`src/rtl/lstm_fixed_pkg.sv`:
```
// Shared Q3.12 fixed-point constants and types for the LSTM datapath blocks.
package lstm_fixed_pkg;

  localparam int unsigned W     = 16;
  localparam int unsigned FRAC  = 12;
  // Dividend width once the magnitude is pre-shifted by FRAC; also the iteration count.
  localparam int unsigned DW    = W + FRAC;
  localparam int unsigned Iters = DW;
  localparam int unsigned CntW  = 5;

  localparam logic [W-1:0] QMAX = 16'h7FFF;
  localparam logic [W-1:0] QMIN = 16'h8000;

  typedef enum logic [1:0] {
    StIdle,
    StDiv,
    StFin
  } div_state_e;

  // Two's-complement magnitude; 0x8000 maps to 32768 as an unsigned value.
  function automatic logic [W-1:0] abs_mag(input logic [W-1:0] x);
    return x[W-1] ? (~x + 1'b1) : x;
  endfunction

endpackage

```
`src/rtl/signeddiv_seq_if.sv`:
```
// Start/done handshake and operand/result bundle for the sequential divider.
interface signeddiv_seq_if;
  import lstm_fixed_pkg::*;

  logic         start;
  logic [W-1:0] a;
  logic [W-1:0] b;
  logic         busy;
  logic         done;
  logic [W-1:0] q;
  logic         ovf;
  logic         dz;

  modport master (
    output start, a, b,
    input  busy, done, q, ovf, dz
  );

  modport slave (
    input  start, a, b,
    output busy, done, q, ovf, dz
  );

endinterface

```
`src/rtl/signeddiv_seq_div_step.sv`:
```
// One radix-2 restoring division step on unsigned magnitudes.
module div_step
  import lstm_fixed_pkg::*;
(
  input  logic [W:0]   rem_i,
  input  logic         bit_i,
  input  logic [W-1:0] div_i,
  output logic [W:0]   rem_o,
  output logic         q_o
);

  logic [W+1:0] trial;
  logic [W:0]   diff;

  // Shift in the next dividend bit, subtract when the divisor fits.
  always_comb begin
    trial = {rem_i, bit_i};
    diff  = trial[W:0] - {1'b0, div_i};
    q_o   = (trial >= {2'b00, div_i});
    rem_o = q_o ? diff : trial[W:0];
  end

endmodule

```
`src/rtl/signeddiv_seq.sv`:
```
// Sequential signed Q3.12 divider: sign-magnitude restoring division, fixed 29-cycle latency.
module signeddiv_seq
  import lstm_fixed_pkg::*;
(
  input  logic             clk,
  input  logic             reset,
  signeddiv_seq_if.slave   bus_io
);

  div_state_e state_q, state_d;

  logic [CntW-1:0] cnt_q, cnt_d;
  logic [DW-1:0]   dvd_q, dvd_d;
  logic [DW-1:0]   quo_q, quo_d;
  logic [W:0]      rem_q, rem_d;
  logic [W-1:0]    mag_b_q, mag_b_d;
  logic            sign_q, sign_d;
  logic [W-1:0]    qout_q, qout_d;
  logic            ovf_q, ovf_d;
  logic            dz_q, dz_d;
  logic            done_q, done_d;

  logic            load_en, step_en, fin_en, busy;
  logic [W:0]      step_rem;
  logic            step_bit;

  div_step u_div_step (
    .rem_i (rem_q),
    .bit_i (dvd_q[DW-1]),
    .div_i (mag_b_q),
    .rem_o (step_rem),
    .q_o   (step_bit)
  );

  // State register.
  always_ff @(posedge clk) begin
    if (reset) begin
      state_q <= StIdle;
    end else begin
      state_q <= state_d;
    end
  end

  // Next-state logic; start is only looked at in idle, so it never queues.
  always_comb begin
    state_d = state_q;
    unique case (state_q)
      StIdle:  if (bus_io.start) state_d = StDiv;
      StDiv:   if (cnt_q == CntW'(Iters - 1)) state_d = StFin;
      StFin:   state_d = StIdle;
      default: state_d = StIdle;
    endcase
  end

  // FSM decoded controls.
  always_comb begin
    load_en = 1'b0;
    step_en = 1'b0;
    fin_en  = 1'b0;
    busy    = 1'b1;
    unique case (state_q)
      StIdle: begin
        busy    = 1'b0;
        load_en = bus_io.start;
      end
      StDiv:   step_en = 1'b1;
      StFin:   fin_en  = 1'b1;
      default: busy    = 1'b0;
    endcase
  end

  // Datapath next state: operand load, iteration, and saturating result formatting.
  always_comb begin
    cnt_d   = cnt_q;
    dvd_d   = dvd_q;
    quo_d   = quo_q;
    rem_d   = rem_q;
    mag_b_d = mag_b_q;
    sign_d  = sign_q;
    qout_d  = qout_q;
    ovf_d   = ovf_q;
    dz_d    = dz_q;
    done_d  = fin_en;

    if (load_en) begin
      sign_d  = bus_io.a[W-1] ^ bus_io.b[W-1];
      mag_b_d = abs_mag(bus_io.b);
      dvd_d   = {abs_mag(bus_io.a), {FRAC{1'b0}}};
      rem_d   = '0;
      quo_d   = '0;
      cnt_d   = '0;
    end

    if (step_en) begin
      rem_d = step_rem;
      dvd_d = dvd_q << 1;
      quo_d = {quo_q[DW-2:0], step_bit};
      cnt_d = cnt_q + 1'b1;
    end

    if (fin_en) begin
      // A zero magnitude can only come from b == 0.
      if (mag_b_q == '0) begin
        qout_d = sign_q ? QMIN : QMAX;
        ovf_d  = 1'b0;
        dz_d   = 1'b1;
      end else if (!sign_q && (quo_q > DW'(QMAX))) begin
        qout_d = QMAX;
        ovf_d  = 1'b1;
        dz_d   = 1'b0;
      end else if (sign_q && (quo_q > DW'(QMIN))) begin
        qout_d = QMIN;
        ovf_d  = 1'b1;
        dz_d   = 1'b0;
      end else begin
        // Negating a zero magnitude yields 0x0000, so no negative zero.
        qout_d = sign_q ? (~quo_q[W-1:0] + 1'b1) : quo_q[W-1:0];
        ovf_d  = 1'b0;
        dz_d   = 1'b0;
      end
    end
  end

  // Datapath registers; reset discards any in-flight division.
  always_ff @(posedge clk) begin
    if (reset) begin
      cnt_q   <= '0;
      dvd_q   <= '0;
      quo_q   <= '0;
      rem_q   <= '0;
      mag_b_q <= '0;
      sign_q  <= 1'b0;
      qout_q  <= '0;
      ovf_q   <= 1'b0;
      dz_q    <= 1'b0;
      done_q  <= 1'b0;
    end else begin
      cnt_q   <= cnt_d;
      dvd_q   <= dvd_d;
      quo_q   <= quo_d;
      rem_q   <= rem_d;
      mag_b_q <= mag_b_d;
      sign_q  <= sign_d;
      qout_q  <= qout_d;
      ovf_q   <= ovf_d;
      dz_q    <= dz_d;
      done_q  <= done_d;
    end
  end

  assign bus_io.busy = busy;
  assign bus_io.done = done_q;
  assign bus_io.q    = qout_q;
  assign bus_io.ovf  = ovf_q;
  assign bus_io.dz   = dz_q;

endmodule

```
`src/flat_wrapper.sv`:
```
// flat-port wrapper written by rule: the top's interface ports become plain ports
module signeddiv_seq_flat import lstm_fixed_pkg::*;
  (clk, reset, bus_io_start, bus_io_a, bus_io_b, bus_io_busy, bus_io_done, bus_io_q, bus_io_ovf, bus_io_dz);
  signeddiv_seq_if bus_io_i ();
  input  logic clk;
  input  logic reset;
  input wire logic [$bits(bus_io_i.start)-1:0] bus_io_start;
  input wire logic [$bits(bus_io_i.a)-1:0] bus_io_a;
  input wire logic [$bits(bus_io_i.b)-1:0] bus_io_b;
  output wire logic [$bits(bus_io_i.busy)-1:0] bus_io_busy;
  output wire logic [$bits(bus_io_i.done)-1:0] bus_io_done;
  output wire logic [$bits(bus_io_i.q)-1:0] bus_io_q;
  output wire logic [$bits(bus_io_i.ovf)-1:0] bus_io_ovf;
  output wire logic [$bits(bus_io_i.dz)-1:0] bus_io_dz;
  assign bus_io_i.start = bus_io_start;
  assign bus_io_i.a = bus_io_a;
  assign bus_io_i.b = bus_io_b;
  assign bus_io_busy = bus_io_i.busy;
  assign bus_io_done = bus_io_i.done;
  assign bus_io_q = bus_io_i.q;
  assign bus_io_ovf = bus_io_i.ovf;
  assign bus_io_dz = bus_io_i.dz;
  signeddiv_seq u_core (.clk(clk), .reset(reset), .bus_io(bus_io_i));
endmodule
```
`config.mk`:
```
export PLATFORM = sky130hd
export DESIGN_NAME = signeddiv_seq_flat
export DESIGN_NICKNAME = d
export VERILOG_FILES = /design/src/rtl/lstm_fixed_pkg.sv /design/src/rtl/signeddiv_seq_if.sv /design/src/rtl/signeddiv_seq_div_step.sv /design/src/rtl/signeddiv_seq.sv /design/src/flat_wrapper.sv
export SDC_FILE = /design/constraint.sdc
export NUM_CORES = 1
export LEC_CHECK = 0
export CAP_MARGIN = 0
export CORE_MARGIN = 1.5
export CORE_UTILIZATION = 50
export DETAILED_ROUTE_END_ITERATION = 10
export PLACE_DENSITY = 0.77
export SLEW_MARGIN = 20
export SYNTH_ARGS = -nofsm -noshare
export SYNTH_HDL_FRONTEND = slang
export SYNTH_SLANG_ARGS = --single-unit
```
`constraint.sdc`:
```
create_clock -name clk -period 6.5 [get_ports clk]
set_input_delay 1.3 -clock clk [delete_from_list [all_inputs] [get_ports clk]]
set_output_delay 1.3 -clock clk [all_outputs]
set_load 0.005 [all_outputs]
```
==> metrics.txt, run 1 <==
status finished clean; worst-margin pin slew 985 ps; number of CTS-inserted buffers 9; Starting Density 0.520; Post-Syn Area 0.00635 sq mm; Clock power frac 0.238; min cycle time layout 3370 ps; Max-slew headroom 0.339; Leak 2.73 nW; initial antenna violation count 0; Overall Global Routing Usage 0.233; hpwl dp 9910 microns; I/O Buffers 54; slowest CP cell or4_1; Final Setup Violations 0; vias in the first global route 5242; die extent in x 116 microns; Final Hold Vio Count 0; CP max stage delay 750 ps; Synth Instances 829; post-synth top area share 0.328; CTS sink count 104; post-synthesis compound-gate area fraction 0.243; Crit. End Element flip-flop; die height 116 microns; cts hold-fix bufs 0; CTS tree done; Tot Pwr 2.39 mW; Synthesized Nets 889; sequential element share of the synthesized area 0.328; Avg Inst Size Synth 7.66 sq um; area share of fa/ha/maj cells after synthesis 0.0504; core area 0.0122 sq mm; Final Cycle Share 0.519; row count 40; WP data arrival 3630 ps; mux cell area share after synthesis 0.00966; clock latency at the later pin of the worst-skew pair 360 ps; post-synthesis register bit count 104; H-tree Lvls 3; CTS resizes 0; DR iter-0 viols 401; xor/xnor cell area share of the yosys netlist 0.0676; main combinational cell family by area after synthesis simple AND/OR/NAND/NOR gates; critical path required time 6760 ps; largest area contributor in the netlist dfxtp_1; Tightest Hold Check Type reg2reg; RSZ-0062 raised after global routing false; sequential share of power 0.316; IO Pins 55; Inserted Diodes 0; fmax 297 MHz; Finished Core Util 0.591; gp weighted congestion 0.857; clk slew on worst S/H paths 70 ps; area share of and/or/nand/nor cells after synthesis 0.247; CP Class in2reg; Area growth syn-to-layout 13.7%; first-pass GRT wire length 25200 microns; vias 5876; ys async rst share 0; ANT nets after route 0; Synth area leaders dfxtp_1 (33%), nor2_1 (7.7%), a21oi_1 (6.2%), nand2_1 (5.2%), ha_1 (4.7%); CP delay by family, top simple AND/OR/NAND/NOR gates; Worst Hold Launch u_core.dvd_q[15]$_SDFFE_PP0P_; Max Clock Skew 10.1 ps; Max Buffers Root-to-Sink 2; reg2reg start u_core.dvd_q[27]$_SDFFE_PP0P_; synth unique cells 68; net switching power 980 uW; fin nets 906; share of cells above drive strength 1 0.0588; Setup crit start bus_io_a[4]; total grt overflow 0; TNS Setup 0 ps; Slew Limit Fails 0; Max VDD drop 198 uV; Max Cap Violations 0; vias per inst 5.77; Synth Flop Type dfxtp_1; Syn. warnings 0; clk root buf clkbuf_16; startpoint types input pin; routed wire length 14500 microns; # DRC 0; PwrDens 331 mW/mm^2; drt pass-1 iters 6; largest net degree at the start of global routing 94; Sw Share 0.410; Critical Path Fanout Max 9; CP Cell Sequence clkdlybuf4s50_1 > or4_1 > or3_4 > o31ai_2 > xnor2_1 > nor2_1 > o32ai_1; Die ar. 0.0134 sq mm; CP Buf/Inv Count 1; Logic pwr share 0.446; hold slack 466 ps; number of setup buffers added after CTS 0; DR WL/cell 14.2 microns; EDFF count, synth 0; Internal 1.41 mW
[power by group through the flow]
stage                     Combinational, mW  Clock [mW]  Sequential [mW]
after floorplan                       0.809           0            0.747
after global placement                 1.03           0            0.767
after detailed placement               1.04           0            0.767
after CTS                              1.05       0.576            0.753
after global routing                   1.19       0.601            0.763
final                                  1.07       0.570            0.755
[cells by family (layout without fill, tap and decap cells)]
| family | after synthesis | count (layout) |
|---|---|---|
| buffers and inverters | 85 | 107 |
| XOR/XNOR | 49 | 49 |
| adder cells (fa/ha/maj) | 25 | 25 |
| multiplexers | 6 | 6 |
| AO/OA/AOI/OAI | 224 | 224 |
| flip-flops | 104 | 104 |
| AND/OR/NAND/NOR | 336 | 336 |
[registers in the layout (all words and copies together) (netlist names), 2 cells and up]
| signal | flops |
|---|---|
| u_core.cnt_q | 5 |
| u_core.rem_q | 17 |
| u_core.bus_io.q | 16 |
| u_core.quo_q | 28 |
| u_core.state_q | 2 |
| u_core.dvd_q | 16 |
| u_core.mag_b_q | 16 |
[per-stage QoR]
| step | std cells | setup WS [ps] | area (sq um) |
|---|---|---|---|
| 2_1_floorplan | 829 | 3450 | 6350 |
| 3_3_place_gp | 1003 | 2810 | 6910 |
| 3_5_place_dp | 1003 | 2770 | 6910 |
| 4_1_cts | 1019 | 3130 | 7220 |
| 5_1_grt | 1019 | 3010 | 7220 |
| 6_report | 1019 | 3130 | 7220 |
[worst min-delay path, cell delays in order (launching register included)]
cell,delay (ps)
dfxtp_1,310
nand2_1,60
a21oi_1,50
[worst paths after layout]
path / to / depth (start not counted) / slack [ps]
min reg2reg: u_core.dvd_q[16]$_SDFFE_PP0P_ / 2 / 470
max: u_core.dvd_q[25]$_SDFFE_PP0P_ / 7 / 3130
max reg2reg: u_core.rem_q[0]$_SDFFE_PP0P_ / 9 / 3410
min: u_core.dvd_q[16]$_SDFFE_PP0P_ / 2 / 470
[cells in the final DEF (no fill, tap or decap), drive strengths merged, types with 6 or more instances in the layout]
cell type,n
nor3,28
dfxtp,104
nor2,130
xor2,25
nand2b,8
or4,6
clkdlybuf4s50,53
inv,33
or3,10
nor4,12
nand2,88
clkbuf,11
a211oi,24
a21oi,79
buf,7
nand3,15
nor2b,10
o31ai,15
o22ai,6
o21ai,30
o211ai,16
o41ai,11
xnor2,24
ha,24
or2,6
and2,11
[metal layers]
layer,vias up,global-route usage,share of wire
met5,-,0,0
met4,0,0.0813,0.020
met3,26,0.0392,0.058
met2,183,0.346,0.43
met1,2692,0.341,0.49
li1,2975,-,-
[area by class of cell]
type / count / area (sq um)
Inverter: 31 / 116
Multi-Input combinational cell: 640 / 3930
Timing Repair Buffer: 60 / 581
Tap cell: 168 / 210
Clock inverter: 5 / 63.8
Fill cell: 1136 / 4990
Sequential cell: 104 / 2080
Clock buffer: 11 / 243
[cell usage after synthesis, types with 8 or more instances]
cell type,number
xnor2_1,24
clkbuf_1,37
nand3_1,15
nand2_1,88
nor3_1,28
o31ai_1,12
buf_1,9
a211oi_1,24
nor2_1,130
or3_1,8
nor4_1,11
ha_1,24
xor2_1,25
inv_1,31
dfxtp_1,104
o211ai_1,16
nor2b_1,10
and2_1,10
a21oi_1,79
o21ai_0,24
nand2b_1,8
No activity file was read; power rests on OpenSTA's default activity.
==> inputs of run 2 (changes only) <==
PLACE_DENSITY = 0.79   (was 0.77)
clock period = 3 ns   (was 6.5 ns; I/O delays follow)
==> run 2 against run 1 <==
Net effect:
- via count is 0.99% lower
- total power is 120% higher
- final cell count is 1.1% higher
- combinational power is 120% higher
- sequential power is 120% higher
- wire length is 0.17% higher
- critical endpoint is now u_core.quo_q[0]$_SDFFE_PP0P_
- largest cell class unchanged
==> metrics.txt, run 2 (synthesis results as in run 1) <==
status finished clean; Critical Path Fanout Max 9; RSZ-0062 raised after global routing false; reg2reg start u_core.dvd_q[27]$_SDFFE_PP0P_; Final Cycle Share 0.909; clk root buf clkbuf_16; biggest regs u_core.quo_q (28), u_core.rem_q (17); Hold Crit Endpoint u_core.dvd_q[16]$_SDFFE_PP0P_; gp weighted congestion 0.890; Tightest Hold Check Type reg2reg; startpoint types flip-flop; worst-margin pin slew 654 ps; hold path depth 2; number of CTS-inserted buffers 9; I/O Buffers 54; total grt overflow 0; dpl ws 221 ps; FILL cells 1148; ANT nets after route 0; Area growth syn-to-layout 14.9%; H-tree Lvls 3; Leak 2.78 nW; DR WL/cell 14.1 microns; Reg-to-Reg End u_core.quo_q[0]$_SDFFE_PP0P_; fin nets 918; IO Pins 55; Top reg by flops u_core.quo_q; vias in the first global route 5244; FF-to-FF path depth 10; first-pass GRT wire length 24800 microns; Slew Limit Fails 0; min cycle time layout 2730 ps; core area 0.0122 sq mm; Tot Pwr 5.20 mW; most frequent cells in the layout nor2_1 (130), dfxtp_1 (104), nand2_1 (88); clk slew on worst S/H paths 70 ps; # DRC 0; Max Cap Violations 0; setup ws final 273 ps; Inserted Diodes 0; commonest non-fill, non-tap cell in the layout nor2_1; row count 40; Max-slew headroom 0.563; Final Setup Violations 0; hpwl dp 10200 microns; WP data arrival 3020 ps; CTS resizes 0; max reg flops 28; drt pass-1 iters 5; largest net degree at the start of global routing 61; Max VDD drop 466 uV; Crit. End Element flip-flop; number of setup buffers added after CTS 0; Worst Hold Launch u_core.dvd_q[15]$_SDFFE_PP0P_; share of cells above drive strength 1 0.0708; routed wire length 14500 microns; vias per inst 5.65; hold slack 471 ps; Overall Global Routing Usage 0.228; critical path required time 3290 ps; CP Class reg2reg; Max Buffers Root-to-Sink 2; Max Clock Skew 5.62 ps; CTS sink count 104; fmax 367 MHz; DR iter-0 viols 433; R2R setup slack 270 ps; die extent in x 116 microns; die height 116 microns; vias 5818; clock latency at the later pin of the worst-skew pair 360 ps; Starting Density 0.520; initial antenna violation count 0; TNS Setup 0 ps; CTS tree done; Final Hold Vio Count 0; Die ar. 0.0134 sq mm; cts hold-fix bufs 0; PwrDens 712 mW/mm^2
[run 2: routing by layer]
metal	share of wire	vias to the layer above	track usage
li1	-	2993	-
met1	0.50	2663	0.326
met2	0.44	136	0.346
met3	0.037	26	0.0329
met4	0.020	0	0.0919
met5	0	-	0
[run 2: where the power goes]
group | total (mW) | internal, mW | switching (mW)
Sequential | 1.63 | 1.51 | 0.119
Combinational | 2.36 | 0.921 | 1.44
Clock | 1.20 | 0.648 | 0.554
Total | 5.20 | 3.08 | 2.11
[run 2: how the worst max path moves through the flow]
stage,depth (start not counted),to,from,slack [ps]
2_1_floorplan,10,u_core.rem_q[1]$_SDFFE_PP0P_,u_core.dvd_q[27]$_SDFFE_PP0P_,520
3_3_place_gp,8,u_core.dvd_q[24]$_SDFFE_PP0P_,bus_io_a[4],260
3_5_place_dp,8,u_core.dvd_q[24]$_SDFFE_PP0P_,bus_io_a[4],220
4_1_cts,10,u_core.quo_q[0]$_SDFFE_PP0P_,u_core.dvd_q[27]$_SDFFE_PP0P_,310
5_1_grt,10,u_core.rem_q[10]$_SDFFE_PP0P_,u_core.dvd_q[27]$_SDFFE_PP0P_,40
6_report,10,u_core.quo_q[0]$_SDFFE_PP0P_,u_core.dvd_q[27]$_SDFFE_PP0P_,270
[run 2: layout make-up]
type	count	area, sq um	area share
Multi-Input combinational cell	640	3920	0.538
Tap cell	168	210	0.0288
Clock inverter	6	67.6	0.00926
Inverter	31	116	0.0160
Timing Repair Buffer	72	671	0.0919
Sequential cell	104	2080	0.285
Clock buffer	9	225	0.0309
[run 2: metrics by stage]
stage | util | area (sq um) | cells
2_1_floorplan | - | 6350 | 829
5_1_grt | 0.597 | 7290 | 1030
3_3_place_gp | 0.573 | 7000 | 1015
3_5_place_dp | 0.573 | 7000 | 1015
6_report | 0.597 | 7290 | 1030
4_1_cts | 0.597 | 7290 | 1030
[run 2: critical path, stage by stage, from the launching register on]
cell and delay, ps:
dfxtp_1 330, inv_1 60, ha_1 230, fa_1 460
nor2b_1 190, o21bai_1 140, a31oi_1 500, o31a_1 290
buf_4 200, o21ai_0 110, a21oi_1 150
